File: src/rtl/muldiv_pkg.sv
// Shared constants and types for the HI/LO multiply/divide unit.
// Op encodings follow the EX-stage muldiv op field.
package muldiv_pkg;

   localparam int XLEN      = 32;
   localparam int DIV_CNT_W = 5;

   localparam logic [XLEN-1:0] DIVZERO_LO = 32'hFFFF_FFFF;

   typedef enum logic [2:0] {
      OP_MULT  = 3'd0,
      OP_MULTU = 3'd1,
      OP_DIV   = 3'd2,
      OP_DIVU  = 3'd3,
      OP_MTHI  = 3'd4,
      OP_MTLO  = 3'd5
   } op_e;

   typedef enum logic [1:0] {
      S_IDLE,
      S_MUL,
      S_DIV,
      S_DIVFIX
   } state_e;

   function automatic logic [XLEN-1:0] mag(
      input logic [XLEN-1:0] x,
      input logic            sgn
   );
      return (sgn && x[XLEN-1]) ? -x : x;
   endfunction

endpackage

File: src/rtl/muldiv_if.sv
// Issue/result bundle between EX forwarding, hazard control
// and the HI/LO unit.
interface muldiv_if;
   import muldiv_pkg::*;

   logic            start;
   logic [2:0]      op;
   logic [XLEN-1:0] rs_val;
   logic [XLEN-1:0] rt_val;
   logic            flush;
   logic            busy;
   logic            done;
   logic [XLEN-1:0] hi;
   logic [XLEN-1:0] lo;

   modport master (
      output start, op, rs_val, rt_val, flush,
      input  busy, done, hi, lo
   );

   modport slave (
      input  start, op, rs_val, rt_val, flush,
      output busy, done, hi, lo
   );

endinterface

File: src/rtl/mul32.sv
// Combinational 32x32 unsigned multiplier shared by the EX stage.
module mul32 (
   input  logic [31:0] a,
   input  logic [31:0] b,
   output logic [63:0] p
);

   assign p = 64'(a) * 64'(b);

endmodule

File: src/rtl/muldiv_hilo_div_step.sv
// One restoring-division iteration on unsigned magnitudes.
module div_step
   import muldiv_pkg::*;
(
   input  logic [XLEN:0]   rem_i,
   input  logic [XLEN-1:0] quo_i,
   input  logic [XLEN-1:0] dvs_i,
   output logic [XLEN:0]   rem_o,
   output logic [XLEN-1:0] quo_o
);

   logic [XLEN:0] sh;
   logic          ge;

   assign sh = {rem_i[XLEN-1:0], quo_i[XLEN-1]};
   // full-width compare keeps the trial subtract honest for any remainder
   assign ge = {rem_i[XLEN], sh} >= {2'b00, dvs_i};

   assign rem_o = ge ? (sh - {1'b0, dvs_i}) : sh;
   assign quo_o = {quo_i[XLEN-2:0], ge};

endmodule

File: src/rtl/muldiv_hilo.sv
// HI/LO unit: sequences MULT/MULTU, iterative DIV/DIVU and MTHI/MTLO.
// Operands are held as magnitudes; sign is reapplied at writeback.
module muldiv_hilo
   import muldiv_pkg::*;
(
   input  logic     clk,
   input  logic     rst_n,
   muldiv_if.slave  bus
);

   state_e state_q, state_d;

   logic [XLEN-1:0]      hi_q, hi_d;
   logic [XLEN-1:0]      lo_q, lo_d;
   logic [XLEN-1:0]      a_q, a_d;
   logic [XLEN-1:0]      b_q, b_d;
   logic [XLEN:0]        rem_q, rem_d;
   logic [DIV_CNT_W-1:0] cnt_q, cnt_d;
   logic                 neg_q, neg_d;
   logic                 rneg_q, rneg_d;
   logic                 done_q, done_d;

   logic [2*XLEN-1:0] prod;
   logic [XLEN:0]     rem_nxt;
   logic [XLEN-1:0]   quo_nxt;
   logic              sgn;
   logic              sx;

   mul32 u_mul (
      .a (a_q),
      .b (b_q),
      .p (prod)
   );

   div_step u_step (
      .rem_i (rem_q),
      .quo_i (a_q),
      .dvs_i (b_q),
      .rem_o (rem_nxt),
      .quo_o (quo_nxt)
   );

   assign sgn = (bus.op == OP_MULT) || (bus.op == OP_DIV);
   assign sx  = sgn & (bus.rs_val[XLEN-1] ^ bus.rt_val[XLEN-1]);

   always_comb begin
      state_d = state_q;
      hi_d    = hi_q;
      lo_d    = lo_q;
      a_d     = a_q;
      b_d     = b_q;
      rem_d   = rem_q;
      cnt_d   = cnt_q;
      neg_d   = neg_q;
      rneg_d  = rneg_q;
      done_d  = 1'b0;

      unique case (state_q)
         S_IDLE: begin
            if (bus.start) begin
               case (bus.op)
                  OP_MTHI: begin
                     hi_d   = bus.rs_val;
                     done_d = 1'b1;
                  end
                  OP_MTLO: begin
                     lo_d   = bus.rs_val;
                     done_d = 1'b1;
                  end
                  OP_MULT, OP_MULTU: begin
                     a_d     = mag(bus.rs_val, sgn);
                     b_d     = mag(bus.rt_val, sgn);
                     neg_d   = sx;
                     state_d = S_MUL;
                  end
                  OP_DIV, OP_DIVU: begin
                     if (bus.rt_val == '0) begin
                        hi_d   = bus.rs_val;
                        lo_d   = DIVZERO_LO;
                        done_d = 1'b1;
                     end else begin
                        a_d     = mag(bus.rs_val, sgn);
                        b_d     = mag(bus.rt_val, sgn);
                        neg_d   = sx;
                        rneg_d  = sgn & bus.rs_val[XLEN-1];
                        rem_d   = '0;
                        cnt_d   = '0;
                        state_d = S_DIV;
                     end
                  end
                  default: ;
               endcase
            end
         end
         S_MUL: begin
            {hi_d, lo_d} = neg_q ? -prod : prod;
            done_d       = 1'b1;
            state_d      = S_IDLE;
         end
         S_DIV: begin
            rem_d = rem_nxt;
            a_d   = quo_nxt;
            cnt_d = cnt_q + DIV_CNT_W'(1);
            if (cnt_q == DIV_CNT_W'(XLEN-1))
               state_d = S_DIVFIX;
         end
         S_DIVFIX: begin
            lo_d    = neg_q ? -a_q : a_q;
            hi_d    = rneg_q ? -rem_q[XLEN-1:0] : rem_q[XLEN-1:0];
            done_d  = 1'b1;
            state_d = S_IDLE;
         end
      endcase

      // flush wins over everything, including a start in IDLE
      if (bus.flush) begin
         state_d = S_IDLE;
         hi_d    = hi_q;
         lo_d    = lo_q;
         done_d  = 1'b0;
      end
   end

   always_ff @(posedge clk or negedge rst_n) begin
      if (!rst_n) begin
         state_q <= S_IDLE;
         hi_q    <= '0;
         lo_q    <= '0;
         a_q     <= '0;
         b_q     <= '0;
         rem_q   <= '0;
         cnt_q   <= '0;
         neg_q   <= 1'b0;
         rneg_q  <= 1'b0;
         done_q  <= 1'b0;
      end else begin
         state_q <= state_d;
         hi_q    <= hi_d;
         lo_q    <= lo_d;
         a_q     <= a_d;
         b_q     <= b_d;
         rem_q   <= rem_d;
         cnt_q   <= cnt_d;
         neg_q   <= neg_d;
         rneg_q  <= rneg_d;
         done_q  <= done_d;
      end
   end

   assign bus.busy = (state_q != S_IDLE);
   assign bus.done = done_q;
   assign bus.hi   = hi_q;
   assign bus.lo   = lo_q;

endmodule

File: src/flat_wrapper.sv
// flat-port wrapper written by rule: the top's interface ports become plain ports
module muldiv_hilo_flat import muldiv_pkg::*;
  (clk, rst_n, bus_start, bus_op, bus_rs_val, bus_rt_val, bus_flush, bus_busy, bus_done, bus_hi, bus_lo);
  muldiv_if bus_i ();
  input  logic clk;
  input  logic rst_n;
  input wire logic [$bits(bus_i.start)-1:0] bus_start;
  input wire logic [$bits(bus_i.op)-1:0] bus_op;
  input wire logic [$bits(bus_i.rs_val)-1:0] bus_rs_val;
  input wire logic [$bits(bus_i.rt_val)-1:0] bus_rt_val;
  input wire logic [$bits(bus_i.flush)-1:0] bus_flush;
  output wire logic [$bits(bus_i.busy)-1:0] bus_busy;
  output wire logic [$bits(bus_i.done)-1:0] bus_done;
  output wire logic [$bits(bus_i.hi)-1:0] bus_hi;
  output wire logic [$bits(bus_i.lo)-1:0] bus_lo;
  assign bus_i.start = bus_start;
  assign bus_i.op = bus_op;
  assign bus_i.rs_val = bus_rs_val;
  assign bus_i.rt_val = bus_rt_val;
  assign bus_i.flush = bus_flush;
  assign bus_busy = bus_i.busy;
  assign bus_done = bus_i.done;
  assign bus_hi = bus_i.hi;
  assign bus_lo = bus_i.lo;
  muldiv_hilo u_core (.clk(clk), .rst_n(rst_n), .bus(bus_i));
endmodule
File: config.mk
export PLATFORM = sky130hd
export DESIGN_NAME = muldiv_hilo_flat
export DESIGN_NICKNAME = d
export VERILOG_FILES = /design/src/rtl/muldiv_pkg.sv /design/src/rtl/muldiv_if.sv /design/src/rtl/mul32.sv /design/src/rtl/muldiv_hilo_div_step.sv /design/src/rtl/muldiv_hilo.sv /design/src/flat_wrapper.sv
export SDC_FILE = /design/constraint.sdc
export NUM_CORES = 2
export LEC_CHECK = 0
export BUFFER_PORTS_ARGS = -buffer_cell sky130_fd_sc_hd__buf_4
export CAP_MARGIN = 40
export CORE_MARGIN = 1
export CORE_UTILIZATION = 30
export DETAILED_ROUTE_END_ITERATION = 8
export GPL_TIMING_DRIVEN = 0
export MAX_ROUTING_LAYER = met4
export PLACE_DENSITY = 0.46
export SLEW_MARGIN = 20
export SYNTH_ARGS = -nofsm -noshare
export SYNTH_HDL_FRONTEND = slang
export SYNTH_SLANG_ARGS = --single-unit
export TNS_END_PERCENT = 1
File: constraint.sdc
create_clock -name clk -period 25.4 [get_ports clk]
set_clock_uncertainty 0.1 [all_clocks]
set_input_delay 0 -clock clk [delete_from_list [all_inputs] [get_ports clk]]
set_output_delay 0 -clock clk [all_outputs]
set_load 0.05 [all_outputs]
# After elaboration in Yosys (flattened, before gate mapping)
# Cells that the tools add are included.
# classes
add_sub_neg	7
multipliers	1
div_mod_pow	0
magnitude_cmp	1
n_eq_ne	22
n_shift	0
n_mux	41
bitwise	5
reduce_logical	21
# op_table
operator	count
$mux 32	11
$pmux 32 s2	5
$pmux 32 s3	2
$mux 33	4
$neg 32->32	4
$pmux 33 s2	1
$mul 32x32->64	1
$mux 64	1
$neg 64->64	1
$ge 34x32->1	1
$sub 33x32->33	1
$logic_not 32->1	1
$reduce_and 4->1	5
$mux 5	3
$ne 3x3->1 const B	5
$pmux 5 s2	1
$reduce_and 5->1	2
$mux 2	4
$ne 2x2->1 const B	4
$ne 4x4->1 const B	2
$reduce_or 2->1	4
$eq 3x2->1 const B	2
$eq 3x3->1 const B	2
$ne 3x2->1 const B	2
18 further kinds	29
# word_totals
ff_bits	171
latchBits	0
ramBits	0
mem_bits_ro	0
elab_cells	108
memories	0

# Logic depth before layout (Yosys ltp)
# logic_depth
ltp_word	8
depth_mapped	33
ltp_nobuf	29

# Cells and area by module
# Synthesis repeated with hierarchy kept, for this count alone.
# unflattened
cells_unflattened	5641
hier_area_um2	48435.2
# by_module_without_submodules
mod	instances	cells_per_inst	area_per_inst_um2
mul32	1	3740	33437.1
muldiv_hilo	1	1523	12567.1
div_step	1	378	2431.1

# Worst setup path after synthesis
# Ideal clock, no wire load.
# synth_path
kind	reg2reg
start	register u_core.a_q[12]
end	register u_core.hi_q[13], in the netlist u_core.bus.hi[13]
arrival_ns	8.871
required_time_ns	25.168
slack_ns	16.297
stages_incl_launch_ff	32
path_buffers	4
path_cell_list	dfrtp_1 clkbuf_1 clkbuf_1 and2_1 fa_1 fa_1 fa_1 inv_1 fa_1 inv_1 fa_1 inv_1 fa_1 inv_1 fa_1 fa_1 ha_1 clkbuf_1 nand4_1 a2111oi_0 o31ai_1 nand2_1 xor2_1 or2_1 or4_1 or4b_1 or3_1 clkbuf_1 or4_1 and3_1 o311ai_1 a21oi_1
# synth_between
elab_chain_len	4
# synth_lines
element	line_no	rtl
from (decl)	muldiv_hilo.sv:15	logic [XLEN-1:0] a_q, a_d;
from (signal assigned)	muldiv_hilo.sv:129	a_q <= '0;
from (signal assigned)	muldiv_hilo.sv:140	a_q <= a_d;
$mul 32x32->64 *	mul32.sv:8	assign p = 64'(a) * 64'(b);
$neg 64->64	muldiv_hilo.sv:96	{hi_d, lo_d} = neg_q ? -prod : prod;
$mux 64 *	muldiv_hilo.sv:96	
$pmux 32 s3 *	muldiv_hilo.sv:58	unique case (state_q)
to (signal assigned)	muldiv_hilo.sv:138	hi_q <= hi_d;
to (decl)	muldiv_hilo.sv:13	logic [XLEN-1:0] hi_q, hi_d;
# Every way passes the cells marked *; elsewhere a longest branch is shown, timed or not.
# A chain may end at the register's enable or synchronous reset.

# Final worst setup path
# layout_path
start	register u_core.a_q[14]
end	register u_core.hi_q[13], in the netlist u_core.bus.hi[13]
# The elaborated chain is that of the path after synthesis.

==> impl_metrics.py <==
metrics = {
    "setup_path": {
        "critical_path_class": "reg -> reg",
        "start_kind": "register",
        "crit_required_ps": 25660,
        "cp_slowest_stage_delay_ps": 740,
        "cp.depth": 31,
        "crit_path_top_delay_cell": "clkbuf_1",
        "path_buf_inv": 8,
        "r2r_slack_ps": 13630,
        "r2r_end": "u_core.bus.hi[13]$_DFFE_PN0P_",
        "arrival_ps": 12030,
        "startpoint": "u_core.a_q[14]$_DFFE_PN0P_",
        "crit_end": "u_core.bus.hi[13]$_DFFE_PN0P_",
        "cpLargestDelayFamily": "adder cells",
        "reg2regPathDepth": 31,
        "cp_max_fo": 10,
        "cpMostUsedCell": "fa_1",
        "r2r-start": "u_core.a_q[14]$_DFFE_PN0P_",
        "end_kind": "register",
    },
    "sta": {
        "hold_viol": 0,
        "fin_crit_sh_pct": 46.3,
        "rsz0062_at_grt": "false",
        "setup_tns_ps": 0,
        "worst_pin_slew_ps": 960,
        "finalSetupViolCount": 0,
        "max_slew_margin_pct": 35.3,
        "slew_violations": 0,
        "period_minus_slack_ps": 11770,
        "fmaxAchievable_ghz": 0.0850,
    },
    "routing": {
        "first_pass_iters": 5,
        "drc": 0,
        "drtIter0Drc": 4099,
        "antenna_left": 0,
        "vias": 42200,
        "routedWlPerCell_um": 28.1,
        "wirelength_mm": 226,
        "vias_per_cell": 5.25,
    },
    "placement": {
        "place.gp.congestion": 1.03,
        "dp_hpwl_mm": 193,
        "io_buffers": 136,
    },
    "cts": {
        "h-tree-depth": 4,
        "cts_tree": "built",
        "clk_pin_slew_ps": 80,
        "clock-sinks": 171,
        "cts_buffers": 17,
        "cts-resized-gates": 0,
        "clockBufferDepth": 2,
        "clk_latency_ps": 500,
        "cts_root_buf": "clkbuf_16",
    },
    "logic_synthesis": {
        "yosysWarningCount": 0,
        "syn_area_sq_mm": 0.0475,
        "yosysSeqAreaShare_pct": 9.01,
        "ys_types": 79,
        "synth_enable_flop_cells": 0,
        "async_reset_ff_share_pct": 100,
        "avgSynthCellArea_sq_um": 8.46,
        "synthCells": 5615,
        "syn_nets": 6886,
        "synth_ff_type": "dfrtp_1",
        "synth-seq-cells": 171,
    },
    "die": {
        "die_w_um": 400,
        "io_pins": 137,
        "core_area_sq_mm": 0.157,
        "start_util_pct": 30.3,
        "rows": 145,
        "die_area_sq_mm": 0.160,
        "fp.dieH_um": 400,
    },
    "final_layout": {
        "final_cell_mix": "inv_1, fa_1, nand2_1",
        "drive_gt1_share_pct": 5.40,
        "nets": 7225,
        "area_growth_pct": 13.2,
        "nFillCells": 16800,
        "layout_commonest_cell": "inv_1",
    },
    "hold_path": {
        "holdCritPathClass": "in -> reg",
    },
    "grt": {
        "antenna_found_initial": 27,
        "grt_overflow": 0,
        "grt_max_degree": 72,
        "track_usage_pct": 29.2,
        "grt_pass1_wl_mm": 320,
        "grt_pass1_vias": 43200,
    },
    "status": {
        "run_status": "finished, final reports clean",
    },
    "job": {
        "maxCapViolations": 0,
    },
}
## synthesized netlist by cell type (all sizes together) (47+ instances only)
master    n  area share, %
o21ai   286            3.0
clkbuf  320            2.5
dfrtp   171            9.0
xnor2   137            2.5
a21oi   232            2.4
inv     925            7.3
xor2    104            1.9
nor3     49           0.52
nor2    250            2.0
nand2   756            6.0
and2    539            7.1
fa      897             38
ha      303            8.0
o31ai    62           0.98
a21o     47           0.74
## worst reg2reg max path: cells and delay by family (launching register included)
kind                     cells  cell delay, ps
flip-flops                   1             400
XOR/XNOR                     1             310
AND/OR/NAND/NOR              7            2740
adder cells (fa/ha/maj)      9            4170
AO/OA/AOI/OAI                6            1720
buffers and inverters        8            2190
## cell families (layout without fill, tap and decap cells)
| group | after synthesis | after routing | synth area share [%] |
|---|---|---|---|
| xor+xnor | 241 | 241 | 4.44 |
| mux | 9 | 9 | 0.221 |
| fa+ha+maj | 1200 | 1200 | 45.8 |
| buf+inv | 1283 | 1635 | 10.1 |
| other cells | 0 | 16 | 0 |
| compound gates | 874 | 874 | 11.5 |
| simple gates | 1837 | 1837 | 18.9 |
| flops | 171 | 171 | 9.01 |
## cell type report
| class | count | area (sq um) | share of cell area [%] |
|---|---|---|---|
| antenna | 16 | 40.0 | 0.0744 |
| buffer | 353 | 1360 | 2.52 |
| clock buffer | 19 | 443 | 0.823 |
| clock inverter | 13 | 181 | 0.337 |
| inverter | 930 | 3490 | 6.49 |
| multi-input combinational | 4161 | 38400 | 71.4 |
| sequential | 171 | 4280 | 7.95 |
| tap | 2058 | 2570 | 4.79 |
| timing repair buffer | 320 | 3010 | 5.59 |
## stage by stage
step                hold slack [ps]  std cells  instance area [sq um]  setup slack (ps)  util [%]
floorplan                      -396       5615                  47500             16300         -
global placement                115       7809                  51100             12700      32.6
detailed placement             -205       7892                  52100             13700      33.2
CTS                            17.1       8009                  53600             13650      34.2
global route                   76.8       8036                  53800             13180      34.3
finish                         37.5       8041                  53800             13630      34.3
## layer usage
| metal | global-route usage [%] | part of all wire, % | up-vias | routed length, um |
|---|---|---|---|---|
| li1 | - | - | 18300 | - |
| met3 | 6.79 | 8.8 | 317 | 19800 |
| met5 | - | 0 | - | 0 |
| met1 | 37.7 | 42 | 21900 | 94800 |
| met2 | 44.4 | 45 | 1730 | 101000 |
| met4 | 11.1 | 4.4 | 0 | 9930 |
## how the worst min path moves through the flow
stage                        startpoint  slack, ps                            to  cells past startpoint
after floorplan                   rst_n       -400     u_core.a_q[0]$_DFFE_PN0P_                      0
after global placement        bus_flush        120     u_core.bus.done$_DFF_PN0_                      2
after detailed placement          rst_n       -200  u_core.rem_q[14]$_DFFE_PN0P_                      1
after CTS                 bus_rt_val[5]         20     u_core.b_q[7]$_DFFE_PN0P_                      6
after global routing      bus_rt_val[5]         80     u_core.b_q[7]$_DFFE_PN0P_                      6
final                     bus_rt_val[5]         40     u_core.b_q[7]$_DFFE_PN0P_                      6
## flip-flops by register name, summed over array words and instances (netlist names)
name and flops:
u_core.rem_q 33, u_core.a_q 32, u_core.b_q 32, u_core.bus.hi 32
u_core.bus.lo 32, u_core.cnt_q 5, u_core.state_q 2, u_core.bus.done 1
u_core.neg_q 1, u_core.rneg_q 1
## repair_timing
item / in CTS / in global routing
buffers inserted: 0 / 0
endpoints found under the hold margin: 221 / 0
hold buffers: 85 / 0
Power is not shown: default switching activity piles up to over one toggle a cycle in this logic, so the estimate is an artifact.
